$ cat src/rtl/cpu_pkg.sv
`default_nettype none
// ============================================================================
// Module      : cpu_pkg
// Description : Shared widths, fetch FSM states and FIFO entry type.
// Revision    : 1.0
// ============================================================================
package cpu_pkg;

  localparam int DEFAULT_ADDR_WIDTH  = 8;
  localparam int DEFAULT_INSTR_WIDTH = 16;

  typedef enum logic [1:0] {
    IDLE  = 2'd0,
    REQ   = 2'd1,
    DRAIN = 2'd2
  } fetch_state_t;

  typedef struct packed {
    logic [DEFAULT_ADDR_WIDTH-1:0]  pc;
    logic [DEFAULT_INSTR_WIDTH-1:0] instr;
  } fetch_entry_t;

endpackage
`default_nettype wire

$ cat src/rtl/fetch_fifo.sv
`default_nettype none
// ============================================================================
// Module      : fetch_fifo
// Description : Synchronous FIFO of fetch entries with a registered head.
// Revision    : 1.0
// ============================================================================
module fetch_fifo
  import cpu_pkg::*;
#(
  parameter type ENTRY_T = fetch_entry_t,
  parameter int  DEPTH   = 4,
  localparam int c_ptr_w = $clog2(DEPTH),
  localparam int c_cnt_w = c_ptr_w + 1
) (
  input  logic               clk,
  input  logic               rst_n,
  input  logic               push,
  input  ENTRY_T             push_data,
  input  logic               pop,
  input  logic               flush,
  output logic               full,
  output logic               empty,
  output logic [c_cnt_w-1:0] count,
  output ENTRY_T             head
);

  localparam logic [c_cnt_w-1:0] c_depth = c_cnt_w'(DEPTH);
  localparam logic [c_cnt_w-1:0] c_one   = c_cnt_w'(1);

  ENTRY_T               r_mem [DEPTH];
  ENTRY_T               r_head;
  logic [c_ptr_w-1:0]   r_rd_ptr;
  logic [c_ptr_w-1:0]   r_wr_ptr;
  logic [c_ptr_w-1:0]   w_rd_ptr_nxt;
  logic [c_cnt_w-1:0]   r_count;
  logic                 w_push;
  logic                 w_pop;

  assign w_push       = push && !flush;
  assign w_pop        = pop && !flush && (r_count != '0);
  assign w_rd_ptr_nxt = r_rd_ptr + 1'b1;

  // Storage needs no reset: it is only read at slots that were written.
  always_ff @(posedge clk) begin
    if (w_push) begin
      r_mem[r_wr_ptr] <= push_data;
    end
  end

  always_ff @(posedge clk or negedge rst_n) begin
    if (!rst_n) begin
      r_rd_ptr <= '0;
      r_wr_ptr <= '0;
      r_count  <= '0;
      r_head   <= '0;
    end else if (flush) begin
      r_rd_ptr <= '0;
      r_wr_ptr <= '0;
      r_count  <= '0;
    end else begin
      if (w_push) begin
        r_wr_ptr <= r_wr_ptr + 1'b1;
      end
      if (w_pop) begin
        r_rd_ptr <= w_rd_ptr_nxt;
      end
      case ({w_push, w_pop})
        2'b10:   r_count <= r_count + 1'b1;
        2'b01:   r_count <= r_count - 1'b1;
        default: r_count <= r_count;
      endcase
      // Head follows the next front entry and holds its last value once empty.
      if (w_push && ((r_count == '0) || (w_pop && (r_count == c_one)))) begin
        r_head <= push_data;
      end else if (w_pop && (r_count > c_one)) begin
        r_head <= r_mem[w_rd_ptr_nxt];
      end
    end
  end

  assign full  = (r_count == c_depth);
  assign empty = (r_count == '0);
  assign count = r_count;
  assign head  = r_head;

endmodule
`default_nettype wire

$ cat src/rtl/instruction_fetch_unit.sv
`default_nettype none
// ============================================================================
// Module      : instruction_fetch_unit
// Description : Fetch engine with req/ack memory port, PC-tagged FIFO and
//               redirect flush. Optional macro IFU_BYPASS_EN adds an
//               empty-FIFO combinational bypass of the memory response.
// Revision    : 1.0
// ============================================================================
module instruction_fetch_unit
  import cpu_pkg::*;
#(
  parameter int ADDR_WIDTH  = DEFAULT_ADDR_WIDTH,
  parameter int INSTR_WIDTH = DEFAULT_INSTR_WIDTH,
  parameter int DEPTH       = 4
) (
  input  logic                   CLK,
  input  logic                   RESET,
  output logic                   MemReq,
  output logic [ADDR_WIDTH-1:0]  MemAddr,
  input  logic                   MemAck,
  input  logic [INSTR_WIDTH-1:0] MemData,
  output logic                   InstrValid,
  output logic [INSTR_WIDTH-1:0] Instruction,
  output logic [ADDR_WIDTH-1:0]  InstrPC,
  input  logic                   InstrReady,
  input  logic                   Redirect,
  input  logic [ADDR_WIDTH-1:0]  RedirectPC
);

  localparam int                 c_cnt_w    = $clog2(DEPTH) + 1;
  localparam logic [c_cnt_w-1:0] c_depth_m1 = c_cnt_w'(DEPTH - 1);

  typedef struct packed {
    logic [ADDR_WIDTH-1:0]  pc;
    logic [INSTR_WIDTH-1:0] instr;
  } entry_t;

  fetch_state_t          r_state;
  fetch_state_t          w_state_nxt;
  logic [ADDR_WIDTH-1:0] r_fetch_pc;
  logic [ADDR_WIDTH-1:0] w_fetch_pc_nxt;
  logic [ADDR_WIDTH-1:0] r_mem_addr;
  logic [ADDR_WIDTH-1:0] w_mem_addr_nxt;
  logic [ADDR_WIDTH-1:0] w_pc_inc;
  logic                  w_accept;
  logic                  w_push;
  logic                  w_pop;
  logic                  w_room;
  logic                  w_fifo_full;
  logic                  w_fifo_empty;
  logic [c_cnt_w-1:0]    w_fifo_count;
  entry_t                w_push_data;
  entry_t                w_head;

  assign w_pc_inc    = r_fetch_pc + 1'b1;
  assign w_accept    = (r_state == REQ) && MemAck && !Redirect;
  assign w_push_data = {r_fetch_pc, MemData};
  assign w_pop       = InstrReady && !w_fifo_empty && !Redirect;

`ifdef IFU_BYPASS_EN
  logic w_bypass;

  assign w_bypass    = w_fifo_empty && w_accept;
  assign w_push      = w_accept && !(w_bypass && InstrReady);
  assign InstrValid  = !w_fifo_empty || w_bypass;
  assign Instruction = w_bypass ? MemData    : w_head.instr;
  assign InstrPC     = w_bypass ? r_fetch_pc : w_head.pc;
`else
  assign w_push      = w_accept;
  assign InstrValid  = !w_fifo_empty;
  assign Instruction = w_head.instr;
  assign InstrPC     = w_head.pc;
`endif

  // Occupancy after this cycle's push/pop is still below DEPTH.
  assign w_room = (w_fifo_count < c_depth_m1) || w_pop;

  fetch_fifo #(
    .ENTRY_T (entry_t),
    .DEPTH   (DEPTH)
  ) u_fifo (
    .clk       (CLK),
    .rst_n     (RESET),
    .push      (w_push),
    .push_data (w_push_data),
    .pop       (w_pop),
    .flush     (Redirect),
    .full      (w_fifo_full),
    .empty     (w_fifo_empty),
    .count     (w_fifo_count),
    .head      (w_head)
  );

  always_ff @(posedge CLK or negedge RESET) begin
    if (!RESET) begin
      r_state    <= IDLE;
      r_fetch_pc <= '0;
      r_mem_addr <= '0;
    end else begin
      r_state    <= w_state_nxt;
      r_fetch_pc <= w_fetch_pc_nxt;
      r_mem_addr <= w_mem_addr_nxt;
    end
  end

  always_comb begin
    w_state_nxt    = r_state;
    w_fetch_pc_nxt = r_fetch_pc;
    w_mem_addr_nxt = r_mem_addr;
    case (r_state)
      IDLE: begin
        if (Redirect) begin
          w_fetch_pc_nxt = RedirectPC;
        end else if (!w_fifo_full) begin
          w_state_nxt    = REQ;
          w_mem_addr_nxt = r_fetch_pc;
        end
      end
      REQ: begin
        if (Redirect) begin
          w_fetch_pc_nxt = RedirectPC;
          w_state_nxt    = MemAck ? IDLE : DRAIN;
        end else if (MemAck) begin
          w_fetch_pc_nxt = w_pc_inc;
          if (w_room) begin
            w_mem_addr_nxt = w_pc_inc;
          end else begin
            w_state_nxt = IDLE;
          end
        end
      end
      DRAIN: begin
        // The stale request must complete before a new one can be issued.
        if (Redirect) begin
          w_fetch_pc_nxt = RedirectPC;
        end
        if (MemAck) begin
          w_state_nxt = IDLE;
        end
      end
      default: begin
        w_state_nxt = IDLE;
      end
    endcase
  end

  assign MemReq  = (r_state != IDLE);
  assign MemAddr = r_mem_addr;

endmodule
`default_nettype wire

$ cat config.mk
export PLATFORM = sky130hd
export DESIGN_NAME = instruction_fetch_unit
export DESIGN_NICKNAME = d
export VERILOG_FILES = /design/src/rtl/cpu_pkg.sv /design/src/rtl/fetch_fifo.sv /design/src/rtl/instruction_fetch_unit.sv
export SDC_FILE = /design/constraint.sdc
export NUM_CORES = 1
export LEC_CHECK = 0
export ABC_AREA = 1
export CELL_PAD_IN_SITES_DETAIL_PLACEMENT = 0
export CELL_PAD_IN_SITES_GLOBAL_PLACEMENT = 1
export CORE_ASPECT_RATIO = 0.7
export CORE_MARGIN = 1
export CORE_UTILIZATION = 25
export CTS_CLUSTER_DIAMETER = 120
export DETAILED_ROUTE_END_ITERATION = 8
export PLACE_DENSITY_LB_ADDON = 0.1
export SKIP_LAST_GASP = 1
export SYNTH_ARGS = -nofsm -noshare
export SYNTH_HDL_FRONTEND = slang
export SYNTH_SLANG_ARGS = --single-unit
$ cat constraint.sdc
create_clock -name CLK -period 5.1 [get_ports CLK]
set_clock_uncertainty 0.1 [all_clocks]
set_input_delay 1.02 -clock CLK [delete_from_list [all_inputs] [get_ports CLK]]
set_output_delay 1.02 -clock CLK [all_outputs]
set_load 0.1 [all_outputs]
# Yosys cells after proc, flatten, opt, wreduce, memory -nomap -nowiden
# Memory sizes are Yosys's and may differ from the RTL's.
# Index checks and enable logic that the tools add are counted.
[word_totals]
out_inout_bits = 34
memories = 1
register_bits = 49
wordCells = 89
mem_bits_ro = 0
in_bits = 29
ram_bits = 96
latch_bits = 0
[classes]
n_mux = 28
bitwise_logic = 1
n_eq_ne = 15
reduce_logical = 29
div_mod_pow = 0
n_addsub = 5
mul = 0
shift = 0
magnitude_cmp = 2
[memory_table]
columns = ["name", "words", "width", "read_ports", "rd_clocked_by_memory_dff", "write_ports", "line", "text"]
rows = [
  ["u_fifo.r_mem", 4, 24, 1, 0, 1, "fetch_fifo.sv:30", "ENTRY_T r_mem [DEPTH];"],
]
[ops]
columns = ["cell", "n"]
rows = [
  ["8-bit 2-to-1 mux", 8],
  ["24-bit 2-to-1 mux", 2],
  ["8-bit one-hot mux with 2 select lines", 2],
  ["2-bit 2-to-1 mux", 11],
  ["2-bit inequality test, second input constant", 6],
  ["2-bit nonzero test", 6],
  ["1-bit logical AND", 10],
  ["8-bit by 1-bit adder with 8-bit output, second input constant", 1],
  ["3-bit inequality test, second input constant", 2],
  ["2-bit one-hot mux with 3 select lines", 1],
  ["3-bit one-hot mux with 2 select lines", 1],
  ["6-bit AND reduction", 1],
  ["3-bit nonzero test", 2],
  ["5-bit AND reduction", 1],
  ["2-bit by 1-bit adder with 2-bit output, second input constant", 2],
  ["2-bit by 1-bit equality test with 1-bit output, second input constant", 2],
  ["2-bit equality test, second input constant", 2],
  ["3-bit by 1-bit adder with 3-bit output, second input constant", 1],
  ["3-bit by 1-bit equality test with 1-bit output, second input constant", 1],
  ["3-bit equality test, second input constant", 1],
  ["3-bit by 1-bit > comparator with 1-bit output, second input constant", 1],
  ["3-bit zero test", 1],
  ["3-bit by 2-bit less-than comparator with 1-bit output, second input constant", 1],
  ["3-bit 2-to-1 mux", 1],
  ["10 further kinds", 13],
]

# Depth between registers and ports, before layout
[logic_depth]
ltp_word = 11
mapped_depth = 12
depth_no_buf = 11

# Hierarchy
# Synthesis repeated with hierarchy kept, for this count alone.
[hier_totals]
hier_cells = 748
hier_area_um2 = 6895.4
[modules_own_cells]
columns = ["module", "area_per_inst_um2", "cells_each", "seq_area_each_um2", "n_inst"]
rows = [
  ["fetch_fifo", 5665.4, 587, 3658.5, 1],
  ["instruction_fetch_unit", 1229.9, 161, 450.4, 1],
]

# Worst setup path after synthesis
# Ideal clock, no wire load.
[synth_timing]
path_type = "input to register"
from = "in MemAck"
to = "mem u_fifo.r_mem[0][0] (netlist bit), enable pin"
required_ns = 4.595
setup_ns = 0.405
path_stages = 5
arrival_ns = 2.669
setup_slack_ns = 1.926
n_path_buf = 1
cell_sequence = "nand3_2 nor2_4 buf_2 inv_1 nor2_1"
[synth_via]
elab_chain_len = 5
[synth_lines]
columns = ["element", "line", "text"]
rows = [
  ["start: declaration", "instruction_fetch_unit.sv:20", "input logic MemAck,"],
  ["1-bit logical AND (2 in series)", "instruction_fetch_unit.sv:56", "assign w_accept = (r_state == REQ) && MemAck && !Redirect;"],
  ["1-bit logical AND", "fetch_fifo.sv:39", "assign w_push = push && !flush;"],
  ["1-bit 2-to-1 mux", "fetch_fifo.sv:45", "if (w_push) begin"],
  ["1-bit 2-to-1 mux (not written as such)", "fetch_fifo.sv:46", "r_mem[r_wr_ptr] <= push_data;"],
  ["end: declaration", "fetch_fifo.sv:30", ""],
]
# Every way passes these cells.

# Worst setup path in the final report
[layout_timing]
from = "reg u_fifo.r_count[0], in the netlist u_fifo.count[0]"
to = "out InstrValid"
[layout_via]
elab_chain_len = 2
[layout_lines]
columns = ["element", "line", "text"]
rows = [
  ["start: declaration", "fetch_fifo.sv:35", "logic [c_cnt_w-1:0] r_count;"],
  ["start signal: assignment", "fetch_fifo.sv:68", "2'b10: r_count <= r_count + 1'b1;"],
  ["start signal: assignment", "fetch_fifo.sv:69", "2'b01: r_count <= r_count - 1'b1;"],
  ["start signal: assignment", "fetch_fifo.sv:70", "default: r_count <= r_count;"],
  ["3-bit zero test", "fetch_fifo.sv:82", "assign empty = (r_count == '0);"],
  ["1-bit zero test", "instruction_fetch_unit.sv:70", "assign InstrValid = !w_fifo_empty;"],
  ["end: declaration", "instruction_fetch_unit.sv:22", "output logic InstrValid,"],
]
# Every way passes these cells.

==> impl_metrics.csv <==
group,metric,value,unit
place,io_buffer_count,62,
clock_network,cts_inserted_buffers,17,
worst_setup_path,crit_slowest_cell,"sky130_fd_sc_hd__clkdlybuf4s50_1",
power,power.density,676.1,mW/mm^2
cells_and_area,final_core_util,31.75,%
die,fp.dieH,138.6,um
synthesis,ys_seq_area_share,61.66,%
drt,remaining_drc_errors,0,
clock_network,postCtsSetupRepairBufs,0,
cells_and_area,syn_to_final_growth,23.56,%
die,die_width,197.1,um
sta,final_report_max_slew_violation_count,0,
synthesis,ys_seq_elements,145,
sta,timing.final.setup_violations,0,
synthesis,synth_compound_area_share,2.685,%
worst_setup_path,reg2reg_depth,9,
sta,tightestPinTransition,0.9886,ns
hold_path,worst_hold_startpoint,"MemAddr[1]",
hold_path,worstHoldEndpoint,"MemAddr[1]",
power,p_leak,3.432,nW
synthesis,synthXorXnorAreaFrac,0.2629,%
clock_network,max-clock-path-buffers,2,
worst_setup_path,timing.critical_path.arrival,2.48,ns
synthesis,synth_area,0.006664,sq mm
cells_and_area,final.fill_count,2659,
sta,final.min_clock_period,3.596,ns
die,core-area,0.02593,sq mm
drt,detail_route.wl_per_cell,17.89,um
worst_setup_path,cpPeakStageDelay,1.14,ns
synthesis,postSynthCellCount,694,
worst_setup_path,nature_of_the_critical_path_endpoint,"output port",
clock_network,ctsRootBufferMaster,"sky130_fd_sc_hd__clkbuf_16",
drt,wl,20100,um
hold_path,worst_hold_path.num_cells,2,
sta,max_clock_freq,0.2781,GHz
synthesis,synthAdderAreaFrac,1.690,%
synthesis,synth_simple_gate_area_share,28.90,%
synthesis,synth_cell_types,32,
grt,antenna_found_initial,0,
place,hpwl,12290,um
worst_setup_path,rrSetupSlack,2.76,ns
die,dieArea,0.02732,sq mm
sta,rsz0062_at_grt,"false",
worst_setup_path,crit_path_cell_trace,"inv_1 > ha_1 > nand2_4 > clkdlybuf4s50_1",
place,globalplace.congestion,0.7697,
grt,grt_use_total,15.25,%
die,io_pins,63,
cells_and_area,fin_area,0.008234,sq mm
synthesis,yosysWarnings,0,
clock_network,cts_repair_resize_count,0,
die,start_util,25.70,%
place,place_worst_setup_slack,1.844,ns
grt,globalRoute.totalOverflow,0,
sta,slew_headroom,33.86,%
clock_network,cts_tree,"built",
synthesis,syn_nets,732,
drt,drtIter0Drc,453,
worst_setup_path,crit_path_start,"u_fifo.count[0]",
synthesis,synth_top_family_by_area,"simple AND/OR/NAND/NOR gates",
synthesis,syn-mean-instance-area,9.602,sq um
sta,minimum_hold_slack,0.3738,ns
worst_setup_path,crit_path_max_fanout,5,
drt,detailroute.via_count,4975,
cells_and_area,final_nets,791,
drt,antenna_violating_nets_post_route,0,
worst_setup_path,start_kind,"flip-flop",
drt,post_drt_via_cell_ratio,4.430,
worst_setup_path,cp_data_required_time,3.98,ns
sta,postLayoutSetupSlackWorst,1.504,ns
synthesis,yosys-mux-area-fraction,0,%
grt,largest_net_degree_at_the_start_of_global_routing,51,
clock_network,cts_num_sinks,145,
die,placementRows,49,
cells_and_area,fraction_of_final_layout_cells_with_drive_strength_greater_than_1,8.486,%
sta,setup_total_negative_slack,0,ns
clock_network,clk_transition_reported_paths,0.07,ns
drt,drt_pass1_iterations,5,
flow_run,max_cap_violations,0,
hold_path,worstHoldPathType,"reg2reg",
sta,hold_viol_final,0,
run_status,run_status,"finished, final reports clean",
cells_and_area,diodes,0,
place,place_area,0.007641,sq mm
worst_setup_path,timing.rr.end,"u_fifo.head[17]",
clock_network,worst_skew_pair.late_latency,0.43,ns
clock_network,cts_hold_buf,0,
sta,final_min_period_over_clock_period,70.51,%
grt,grt_first_pass_wirelength,30710,um
clock_network,htree_num_levels,4,
worst_setup_path,crit-reg2reg-launch,"u_fifo.count[0]",
grt,number_of_global_route_vias_before_repair,4854,
power,power.ir.vdd_worst,0.0005510,V
worst_setup_path,timing_worst_setup_path_type,"reg2out",
## power breakdown
part / switching, mW / internal (mW) / total [mW]
Combinational: 1.96 / 0.599 / 2.56
Sequential: 0.236 / 1.51 / 1.74
Clock: 0.569 / 0.695 / 1.26
## area by class of cell
class / count / area, sq um / area share (%)
clock buffer: 17 / 425.4 / 5.166
tap: 357 / 446.7 / 5.425
clock inverter: 15 / 167.7 / 2.036
timing repair buffer: 75 / 713.2 / 8.661
inverter: 34 / 127.6 / 1.550
sequential: 145 / 4109 / 49.90
multi-input combinational: 480 / 2245 / 27.26
## sequential cells by signal, indices dropped and copies added (netlist names)
register	flops
u_fifo.r_mem	96
u_fifo.head	24
MemAddr	8
r_fetch_pc	8
u_fifo.count	3
r_state	2
u_fifo.r_rd_ptr	2
u_fifo.r_wr_ptr	2
## synthesized netlist by cell type (all sizes together)
cell type | count | area (sq um)
clkbuf | 9 | 33.78
o22ai | 3 | 18.77
o21ai | 18 | 90.08
a22oi | 1 | 7.510
edfxtp | 96 | 2883
nand3b | 16 | 120.1
nor2 | 15 | 73.82
o211ai | 2 | 15.01
o31ai | 1 | 7.510
ha | 9 | 112.6
clkinv | 1 | 3.750
xnor2 | 1 | 8.760
nand4 | 4 | 31.28
inv | 33 | 123.9
nand3 | 128 | 658.1
buf | 26 | 158.9
dfrtp | 49 | 1226
xor2 | 1 | 8.760
a21oi | 8 | 40.04
nand2 | 273 | 1042
## how the worst max path moves through the flow
stage / endpoint / slack (ns) / cells after the start
after floorplan: u_fifo.r_mem[0][0] / 1.93 / 5
after global placement: u_fifo.head[8] / 1.87 / 8
after detailed placement: u_fifo.head[17] / 1.84 / 8
after CTS: InstrValid / 1.48 / 4
after global routing: InstrValid / 1.42 / 4
final: InstrValid / 1.50 / 4
## through the flow
stage | cells | total power, mW
6_report | 1123 | 5.567
5_1_grt | 1123 | 5.864
4_1_cts | 1123 | 5.618
3_5_place_dp | 1091 | 4.330
3_3_place_gp | 1091 | 4.335
2_1_floorplan | 694 | 3.566
## metal layers
metal | global-route usage (%) | part of all wire [%] | vias up
met1 | 25.09 | 56 | 2397
li1 | - | - | 2451
met5 | 0 | 0 | -
met3 | 3.648 | 4.6 | 5
met2 | 19.51 | 39 | 122
met4 | 3.060 | 0.36 | 0
## placed cells by master, fill, tap and decap left out, drive strengths merged, types with 2 or more instances in the layout
master,n
o211ai,2
dfrtp,49
inv,41
edfxtp,96
a21oi,8
nand2,273
nand3b,16
nand3,128
clkbuf,17
ha,9
nand4,4
nor2,15
o22ai,3
clkdlybuf4s50,61
clkinv,3
o21ai,18
clkinvlp,4
buf,14
## worst max-delay path, delay by kind of cell (launching register included)
kind | cells | cell delay (ns)
adder cells (fa/ha/maj) | 1 | 0.25
AND/OR/NAND/NOR | 1 | 0.12
buffers and inverters | 2 | 1.26
flip-flops | 1 | 0.41
## logic make-up (layout without fill, tap and decap cells)
group / after synthesis / count (layout)
AOI/OAI and AO/OA: 33 / 33
xor gates and xnor gates: 2 / 2
adders and majority gates: 9 / 9
buffers and inverters: 69 / 141
DFF: 145 / 145
and+or+nand+nor: 436 / 436
Power figures use the tool's default switching activity.
